==> config.mk <==
export PLATFORM = sky130hd
export DESIGN_NAME = ejtag_lbc_arbiter
export DESIGN_NICKNAME = d
export VERILOG_FILES = /design/src/rtl/ejtag_lbc_arbiter_pkg.sv /design/src/rtl/ejtag_lbc_arbiter_pick.sv /design/src/rtl/ejtag_lbc_arbiter.sv
export SDC_FILE = /design/constraint.sdc
export NUM_CORES = 1
export LEC_CHECK = 0
export CAP_MARGIN = 20
export CORE_UTILIZATION = 40
export CTS_CLUSTER_SIZE = 28
export DETAILED_ROUTE_END_ITERATION = 8
export GPL_ROUTABILITY_DRIVEN = 0
export GPL_TIMING_DRIVEN = 0
export PLACE_DENSITY = 0.84
export SYNTH_ARGS = -nofsm -noshare
export SYNTH_HDL_FRONTEND = slang
export SYNTH_SLANG_ARGS = --single-unit
==> constraint.sdc <==
create_clock -name CORE_CLOCK -period 2.52 [get_ports CORE_CLOCK]
set_clock_uncertainty 0.15 [all_clocks]
set_input_delay 0.378 -clock CORE_CLOCK [delete_from_list [all_inputs] [get_ports CORE_CLOCK]]
set_output_delay 0.378 -clock CORE_CLOCK [all_outputs]
set_load 0.05 [all_outputs]
==> src/rtl/ejtag_lbc_arbiter_pkg.sv <==
// Shared symbols for the EJTAG / core-debug local-bus arbiter.
package ejtag_lbc_arbiter_pkg;

    typedef enum logic [1:0] {
        ST_IDLE = 2'b00,
        ST_BUSY = 2'b01,
        ST_DONE = 2'b10,
        ST_ERR  = 2'b11
    } arb_state_t;

    localparam logic [1:0] SZ_BYTE    = 2'b00;
    localparam logic [1:0] SZ_HALF    = 2'b01;
    localparam logic [1:0] SZ_WORD    = 2'b10;
    localparam logic [1:0] SZ_ILLEGAL = 2'b11;

    localparam logic OWN_DMA = 1'b0;
    localparam logic OWN_CPU = 1'b1;

    localparam int STARVE_W = 4;
    localparam int TMO_W    = 8;

    // A command may go to the bus only if its size code exists and the
    // address is naturally aligned for that size.
    function automatic logic cmd_legal(input logic [1:0] sz, input logic [1:0] addr_lo);
        logic ok;
        case (sz)
            SZ_BYTE: ok = 1'b1;
            SZ_HALF: ok = ~addr_lo[0];
            SZ_WORD: ok = (addr_lo == 2'b00);
            default: ok = 1'b0;
        endcase
        return ok;
    endfunction

endpackage

==> src/rtl/ejtag_lbc_arbiter_pick.sv <==
// Priority selection between DMA and CPU with CPU starvation protection.
module ejtag_lbc_arbiter_pick
    import ejtag_lbc_arbiter_pkg::*;
#(
    parameter int STARVE_LIMIT = 4
) (
    input  logic                dma_req,
    input  logic                cpu_req,
    input  logic [STARVE_W-1:0] starve_cnt,
    output logic                grant_valid,
    output logic                grant_own,
    output logic [STARVE_W-1:0] starve_nxt
);

    localparam logic [STARVE_W-1:0] LIMIT = STARVE_W'(STARVE_LIMIT);

    // DMA normally wins; CPU wins when alone or once it has lost LIMIT times in a row.
    always_comb begin
        grant_valid = dma_req | cpu_req;
        grant_own   = OWN_DMA;
        starve_nxt  = starve_cnt;
        if (!cpu_req) begin
            starve_nxt = '0;
        end else if (!dma_req || (starve_cnt == LIMIT)) begin
            grant_own  = OWN_CPU;
            starve_nxt = '0;
        end else if (starve_cnt < LIMIT) begin
            starve_nxt = starve_cnt + STARVE_W'(1);
        end
    end

endmodule

==> src/rtl/ejtag_lbc_arbiter.sv <==
// Local-bus master arbiter shared by the EJTAG DMA engine and the core debug requester.
//
//   state | meaning
//   IDLE  | sample requests, pick owner, latch its command
//   BUSY  | BUS_REQ held until LBC_ACK or timeout
//   DONE  | one-cycle done pulse to owner
//   ERR   | one-cycle error pulse to owner (bad command, bus error, timeout)
module ejtag_lbc_arbiter
    import ejtag_lbc_arbiter_pkg::*;
#(
    parameter int TIMEOUT_CYCLES = 255,
    parameter int STARVE_LIMIT   = 4
) (
    input  logic        CORE_CLOCK,
    input  logic        RESET_D1_R,
    input  logic        EJ_DMAREQ,
    input  logic        EJ_DMARW,
    input  logic [1:0]  EJ_DMASZ,
    input  logic [31:0] EJDD_ADDR,
    input  logic [31:0] EJDD_DATA,
    input  logic        CPU_REQ,
    input  logic        CPU_RW,
    input  logic [1:0]  CPU_SZ,
    input  logic [31:0] CPU_ADDR,
    input  logic [31:0] CPU_WDATA,
    input  logic        LBC_ACK,
    input  logic        LBC_ERR,
    input  logic [31:0] LBC_RDATA,
    output logic        BUS_REQ,
    output logic        BUS_RW,
    output logic [1:0]  BUS_SZ,
    output logic [31:0] BUS_ADDR,
    output logic [31:0] BUS_WDATA,
    output logic        BUS_OWNER_R,
    output logic        EJ_DMADONE,
    output logic        EJ_DMAERR,
    output logic        CPU_ACK,
    output logic        CPU_ERR,
    output logic [31:0] RDATA_R
);

    // Last BUSY cycle index; the counter starts at 0 in the first BUSY cycle.
    localparam logic [TMO_W-1:0] TMO_LAST = TMO_W'(TIMEOUT_CYCLES - 1);

    arb_state_t          state;
    arb_state_t          state_nxt;
    logic [STARVE_W-1:0] starve_cnt;
    logic [STARVE_W-1:0] starve_nxt;
    logic [TMO_W-1:0]    tmo_cnt;
    logic                grant_valid;
    logic                grant_own;
    logic                sel_rw;
    logic [1:0]          sel_sz;
    logic [31:0]         sel_addr;
    logic [31:0]         sel_wdata;
    logic                cmd_ok;

    ejtag_lbc_arbiter_pick #(
        .STARVE_LIMIT(STARVE_LIMIT)
    ) u_pick (
        .dma_req    (EJ_DMAREQ),
        .cpu_req    (CPU_REQ),
        .starve_cnt (starve_cnt),
        .grant_valid(grant_valid),
        .grant_own  (grant_own),
        .starve_nxt (starve_nxt)
    );

    // Route the winning requester's command and check it before any bus cycle.
    always_comb begin
        sel_rw    = EJ_DMARW;
        sel_sz    = EJ_DMASZ;
        sel_addr  = EJDD_ADDR;
        sel_wdata = EJDD_DATA;
        if (grant_own == OWN_CPU) begin
            sel_rw    = CPU_RW;
            sel_sz    = CPU_SZ;
            sel_addr  = CPU_ADDR;
            sel_wdata = CPU_WDATA;
        end
        cmd_ok = cmd_legal(sel_sz, sel_addr[1:0]);
    end

    // State register.
    always_ff @(posedge CORE_CLOCK) begin
        if (RESET_D1_R) begin
            state <= ST_IDLE;
        end else begin
            state <= state_nxt;
        end
    end

    // Next-state logic; an ack in the timeout cycle still completes normally.
    always_comb begin
        state_nxt = state;
        case (state)
            ST_IDLE: begin
                if (grant_valid) begin
                    state_nxt = cmd_ok ? ST_BUSY : ST_ERR;
                end
            end
            ST_BUSY: begin
                if (LBC_ACK) begin
                    state_nxt = LBC_ERR ? ST_ERR : ST_DONE;
                end else if (tmo_cnt == TMO_LAST) begin
                    state_nxt = ST_ERR;
                end
            end
            ST_DONE: state_nxt = ST_IDLE;
            ST_ERR:  state_nxt = ST_IDLE;
            default: state_nxt = ST_IDLE;
        endcase
    end

    // Latch the winner's command at grant; it stays stable through BUSY.
    always_ff @(posedge CORE_CLOCK) begin
        if (RESET_D1_R) begin
            BUS_RW      <= 1'b0;
            BUS_SZ      <= SZ_BYTE;
            BUS_ADDR    <= '0;
            BUS_WDATA   <= '0;
            BUS_OWNER_R <= OWN_DMA;
        end else if ((state == ST_IDLE) && grant_valid) begin
            BUS_RW      <= sel_rw;
            BUS_SZ      <= sel_sz;
            BUS_ADDR    <= sel_addr;
            BUS_WDATA   <= sel_wdata;
            BUS_OWNER_R <= grant_own;
        end
    end

    // Starvation counter only moves on arbitration decisions made in IDLE.
    always_ff @(posedge CORE_CLOCK) begin
        if (RESET_D1_R) begin
            starve_cnt <= '0;
        end else if (state == ST_IDLE) begin
            starve_cnt <= starve_nxt;
        end
    end

    // Timeout counter runs only in BUSY, so it is zero on every BUSY entry.
    always_ff @(posedge CORE_CLOCK) begin
        if (RESET_D1_R) begin
            tmo_cnt <= '0;
        end else if (state == ST_BUSY) begin
            tmo_cnt <= tmo_cnt + TMO_W'(1);
        end else begin
            tmo_cnt <= '0;
        end
    end

    // Capture read data on any ack, including an error ack.
    always_ff @(posedge CORE_CLOCK) begin
        if (RESET_D1_R) begin
            RDATA_R <= '0;
        end else if ((state == ST_BUSY) && LBC_ACK && BUS_RW) begin
            RDATA_R <= LBC_RDATA;
        end
    end

    assign BUS_REQ    = (state == ST_BUSY);
    assign EJ_DMADONE = (state == ST_DONE) && (BUS_OWNER_R == OWN_DMA);
    assign CPU_ACK    = (state == ST_DONE) && (BUS_OWNER_R == OWN_CPU);
    assign EJ_DMAERR  = (state == ST_ERR)  && (BUS_OWNER_R == OWN_DMA);
    assign CPU_ERR    = (state == ST_ERR)  && (BUS_OWNER_R == OWN_CPU);

endmodule
==> flow_metrics.tcl, run 1 <==
set metrics [dict create \
    holdCritStartpoint "RDATA_R[4]" \
    coreArea_um2 12700 \
    track_usage_pct 24.7 \
    final_nets 1074 \
    wl_per_cell_um 15.8 \
    fin_setup_tns_ps 0 \
    hold_class "reg2reg" \
    grt_pass1_wl_um 25500 \
    hold_viol_final 0 \
    startpoint "state[1]" \
    portBuffers 275 \
    cts_tree "done" \
    cts.htree.levels 4 \
    stdcell_count 1082 \
    start_kind "flop" \
    routed_wirelength_um 17000 \
    r2r-start "starve_cnt[0]" \
    tightest_slew_ps 760 \
    cts_root_buf "clkbuf_16" \
    netlist_area_um2 5280 \
    area_growth_pct 66.3 \
    hold_slack_ps 300 \
    io_pins 277 \
    finalSetupViolCount 0 \
    antenna_cells 0 \
    yosys.area.top_type "dfxtp_1" \
    clockBufferDepth 2 \
    dp.cells 1051 \
    ys_types 39 \
    synth_top_area_share_pct 43.3 \
    firstDrtPassIters 4 \
    grt_overflow 0 \
    power.total_mw 6.29 \
    die_y_um 117 \
    drv_cap 0 \
    critPathBufInv 2 \
    end_kind "primary output" \
    ir_worst_vdd_v 0.000438 \
    insertion_delay_ps 400 \
    routed-wl-met2_um 8620 \
    p_leak_nw 3.22 \
    m1WireLength_um 6660 \
    clock-sinks 114 \
    critPathKind "reg2out" \
    final_common_cell "clkdlybuf4s50_1" \
    synthCells 604 \
    dieWidth_um 117 \
    synth_nets 780 \
    drtIter0Drc 231 \
    critPathTopFamily "buffers and inverters" \
    slowest_stage "clkdlybuf4s50_1" \
    ant_nets 0 \
    ys_warn_count 0 \
    dp_hpwl_um 12800 \
    start_util_pct 41.5 \
    num_rows 41 \
    met3_length_um 1470 \
    fp.dieArea_um2 13700 \
    fin_util_pct 69.0 \
    grt_pass1_vias 5155 \
    cts_buffers 17 \
    critPathArrivalTime_ps 1910 \
    path_cells "buf_2, nor3b_1, clkdlybuf4s50_1" \
    slew_headroom_pct 49.3 \
    yosysSeqAreaShare_pct 43.3 \
    outcome "complete, no violations" \
    async_flop_share_pct 0 \
    power.density_nw_per_um2 717 \
    dr_total_vias 5391 \
    max_freq_mhz 410 \
    drv_slew 0 \
    top_layer_used "met4" \
    synth_edf_count 0 \
    synth.avg_cell_area_um2 8.74 \
    path_clk_slew_ps 50 \
    fillers 1032 \
    via_per_inst 4.98 \
    required_ps 1990 \
    cts_hold_buf 0 \
    period_share_pct 96.7 \
    multiInputGateArea_um2 2620 \
    synth-main-ff-cell "dfxtp_1" \
    grt_max_degree 17 \
    antenna_found_initial 0 \
    layout-drive-gt1-share_pct 14.5 \
    grt_setup_unrepaired "no" \
    yosys-top-cells-area "dfxtp_1 43%, a311oi_2 19%, nand2_1 14%, nor2_1 6.0%, a21oi_1 3.2%" \
    seq_area_um2 2280 \
    ys_seq_elements 114 \
    critPathMaxStageDelay_ps 830 \
    worstPathMaxFanout 10 \
    drc 0 \
    most-common-layout-cells "274 x clkdlybuf4s50_1, 203 x nand2_1, 114 x dfxtp_1" \
    post-route-min-period_ps 2440 \
]
==> layout make-up <==
class	instances	area share (%)
Clock inverter	10	0.699
Multi-Input combinational cell	434	29.8
Clock buffer	21	5.36
Tap cell	172	2.45
Sequential cell	114	26.0
Buffer	51	4.08
Inverter	5	0.214
Timing Repair Buffer	275	31.4
==> power by group <==
group,internal [mW],switching [mW]
clock network,1.32,0.821
registers,1.98,0.0990
logic,0.848,1.23
==> logic make-up after synthesis <==
family	after synthesis	share of synthesized area, %
AO/OA/AOI/OAI	111	23.7
XOR/XNOR	6	0.996
adder cells (fa/ha/maj)	4	0.949
buffers and inverters	56	7.14
flip-flops	114	43.3
multiplexers	1	0.190
AND/OR/NAND/NOR	312	23.8
==> state kept, by name, summed over array words and instances (netlist names) <==
name         cells
BUS_ADDR        32
BUS_WDATA       32
RDATA_R         32
tmo_cnt          8
starve_cnt       4
BUS_SZ           2
state            2
BUS_OWNER_R      1
BUS_RW           1
==> stage by stage <==
step                      worst slack, ps  area, µm²
after floorplan                       276       5280
after global placement                153       8240
after CTS                            53.0       8770
after global routing                 6.06       8770
after detailed placement              149       8240
final                                81.9       8770
==> final timing paths <==
kind / endpoint / slack, ps / depth (start not counted)
worst max register to register: BUS_ADDR[17] / 370 / 8
worst min register to register: RDATA_R[4] / 300 / 2
worst min-delay path: RDATA_R[4] / 300 / 2
worst max-delay path: EJ_DMADONE / 80 / 3
==> timing repair <==
action	CTS	global route
gates resized for setup	1	0
endpoints found under the setup margin	1	0
setup buffers	0	0
==> synthesized netlist by cell type (3+ instances only) <==
cell type    n
nand2_1    203
o21a_1       3
a21oi_1     34
nor3_1       6
clkbuf_1    18
buf_2       10
dfxtp_1    114
buf_6       15
ha_1         4
nor2_1      84
a311oi_2    67
xor2_1       5
nand3_1      3
buf_4        5
inv_1        5
==> routing by layer <==
layer / vias to the layer above / track usage (%)
met2: 216 / 43.5
met4: 0 / 8.52
li1: 2660 / -
met3: 23 / 9.17
met1: 2492 / 27.4
met5: - / 0
==> worst reg2reg max path, stage by stage, from the launching register on <==
cell      delay, ps
dfxtp_1         370
inv_1            60
ha_1            190
and3b_1         210
o21ai_2         290
buf_4           250
buf_4           210
nand2_1          80
a311oi_2        270
Note: power is estimated with default switching activity, not from simulation.
==> run 2, diff against run 1 <==
- clock period: 2.52 -> 2.7 ns (I/O delays scaled with it)
==> flow_metrics.tcl, run 2 (synthesis results as in run 1) <==
set metrics [dict create \
    outcome "complete, no violations" \
    drtIter0Drc 233 \
    grt_max_degree 17 \
    dieWidth_um 117 \
    period_share_pct 93.5 \
    grt_setup_unrepaired "no" \
    reg2reg_depth 8 \
    start_util_pct 41.5 \
    antenna_found_initial 0 \
    path_clk_slew_ps 50 \
    r2r-start "starve_cnt[0]" \
    grt_pass1_vias 5155 \
    slew_headroom_pct 49.4 \
    dr_total_vias 5372 \
    cts_buffers 17 \
    cts.htree.levels 4 \
    track_usage_pct 24.7 \
    ant_nets 0 \
    top_regs "BUS_ADDR (32), BUS_WDATA (32), RDATA_R (32)" \
    cts_resized 0 \
    most-common-layout-cells "275 x clkdlybuf4s50_1, 203 x nand2_1, 114 x dfxtp_1" \
    holdPathStages 2 \
    r2r-end "BUS_ADDR[17]" \
    critPathArrivalTime_ps 1970 \
    layout-drive-gt1-share_pct 14.5 \
    required_ps 2140 \
    end_kind "primary output" \
    io_pins 277 \
    placedInstanceArea_um2 8240 \
    wl_per_cell_um 15.8 \
    cts_hold_buf 0 \
    fin_setup_tns_ps 0 \
    dp_hpwl_um 12800 \
    final_nets 1074 \
    grt_pass1_wl_um 25500 \
    hold_viol_final 0 \
    fin_util_pct 69.0 \
    critPathKind "reg2out" \
    clockBufferDepth 2 \
    area_growth_pct 66.3 \
    insertion_delay_ps 400 \
    holdCritStartpoint "RDATA_R[4]" \
    die_y_um 117 \
    drv_cap 0 \
    fp.dieArea_um2 13700 \
    finalSetupViolCount 0 \
    hold_path_end "RDATA_R[4]" \
    cts_tree "done" \
    hold_class "reg2reg" \
    start_kind "flop" \
    num_rows 41 \
    startpoint "state[0]" \
    via_per_inst 4.96 \
    hold_slack_ps 300 \
    ir_worst_vdd_v 0.000408 \
    r2r_setup_slack_ps 550 \
    tightest_slew_ps 759 \
    final_area_um2 8780 \
    clock-sinks 114 \
    post-route-min-period_ps 2520 \
    antenna_cells 0 \
    p_leak_nw 3.22 \
    routed_wirelength_um 17000 \
    coreArea_um2 12700 \
    fillers 1031 \
    drc 0 \
    worstPathMaxFanout 10 \
    portBuffers 275 \
    power.density_nw_per_um2 669 \
    final_common_cell "clkdlybuf4s50_1" \
    grt_overflow 0 \
    post_cts.repair.setup_buffers 0 \
    cts_root_buf "clkbuf_16" \
    firstDrtPassIters 4 \
    drv_slew 0 \
    max_freq_mhz 396 \
]
run 2: final cells by class:
class	count	area, µm²	area share [%]
inverters	5	18.8	0.214
multi-input cells	434	2620	29.8
well taps	172	215	2.45
flip-flops and latches	114	2280	26.0
clock buffers	21	470	5.36
repair buffers	275	2750	31.4
clock inverters	10	61.3	0.699
plain buffers	51	358	4.08
run 2: stage by stage:
step,instances,setup slack (ps),power [mW]
after detailed placement,1051,302,3.91
after floorplan,604,429,3.18
final,1082,176,5.87
after global placement,1051,306,3.89
after CTS,1082,151,5.91
after global routing,1082,43.6,6.13
run 2: worst max path at each step:
stage | to | slack (ps) | cells past startpoint
finish | BUS_REQ | 180 | 3
global route | BUS_REQ | 40 | 3
CTS | BUS_REQ | 150 | 3
detailed placement | BUS_ADDR[22] | 300 | 7
global placement | BUS_ADDR[10] | 310 | 7
floorplan | EJ_DMADONE | 430 | 1
run 2: routing by layer:
metal,vias to the layer above,global-route usage (%),routed length (µm)
li1,2660,-,-
met1,2482,27.4,6690
met2,209,43.5,8610
met3,21,9.17,1450
met4,0,8.52,293
met5,-,0,0
run 2: critical path, stage by stage (launching register included):
cell and delay [ps]:
dfxtp_1 320, buf_6 130, nor2b_1 250, clkdlybuf4s50_1 870
run 2: power by group:
| part | internal [mW] | switching (mW) |
|---|---|---|
| logic | 0.793 | 1.14 |
| clock network | 1.23 | 0.765 |
| registers | 1.85 | 0.0926 |
==> run 3, diff against run 2 <==
- HOLD_SLACK_MARGIN: default -> 0.03
==> results of run 3 <==
Same layout as run 2: the final DEF is identical, and so are final timing and power.
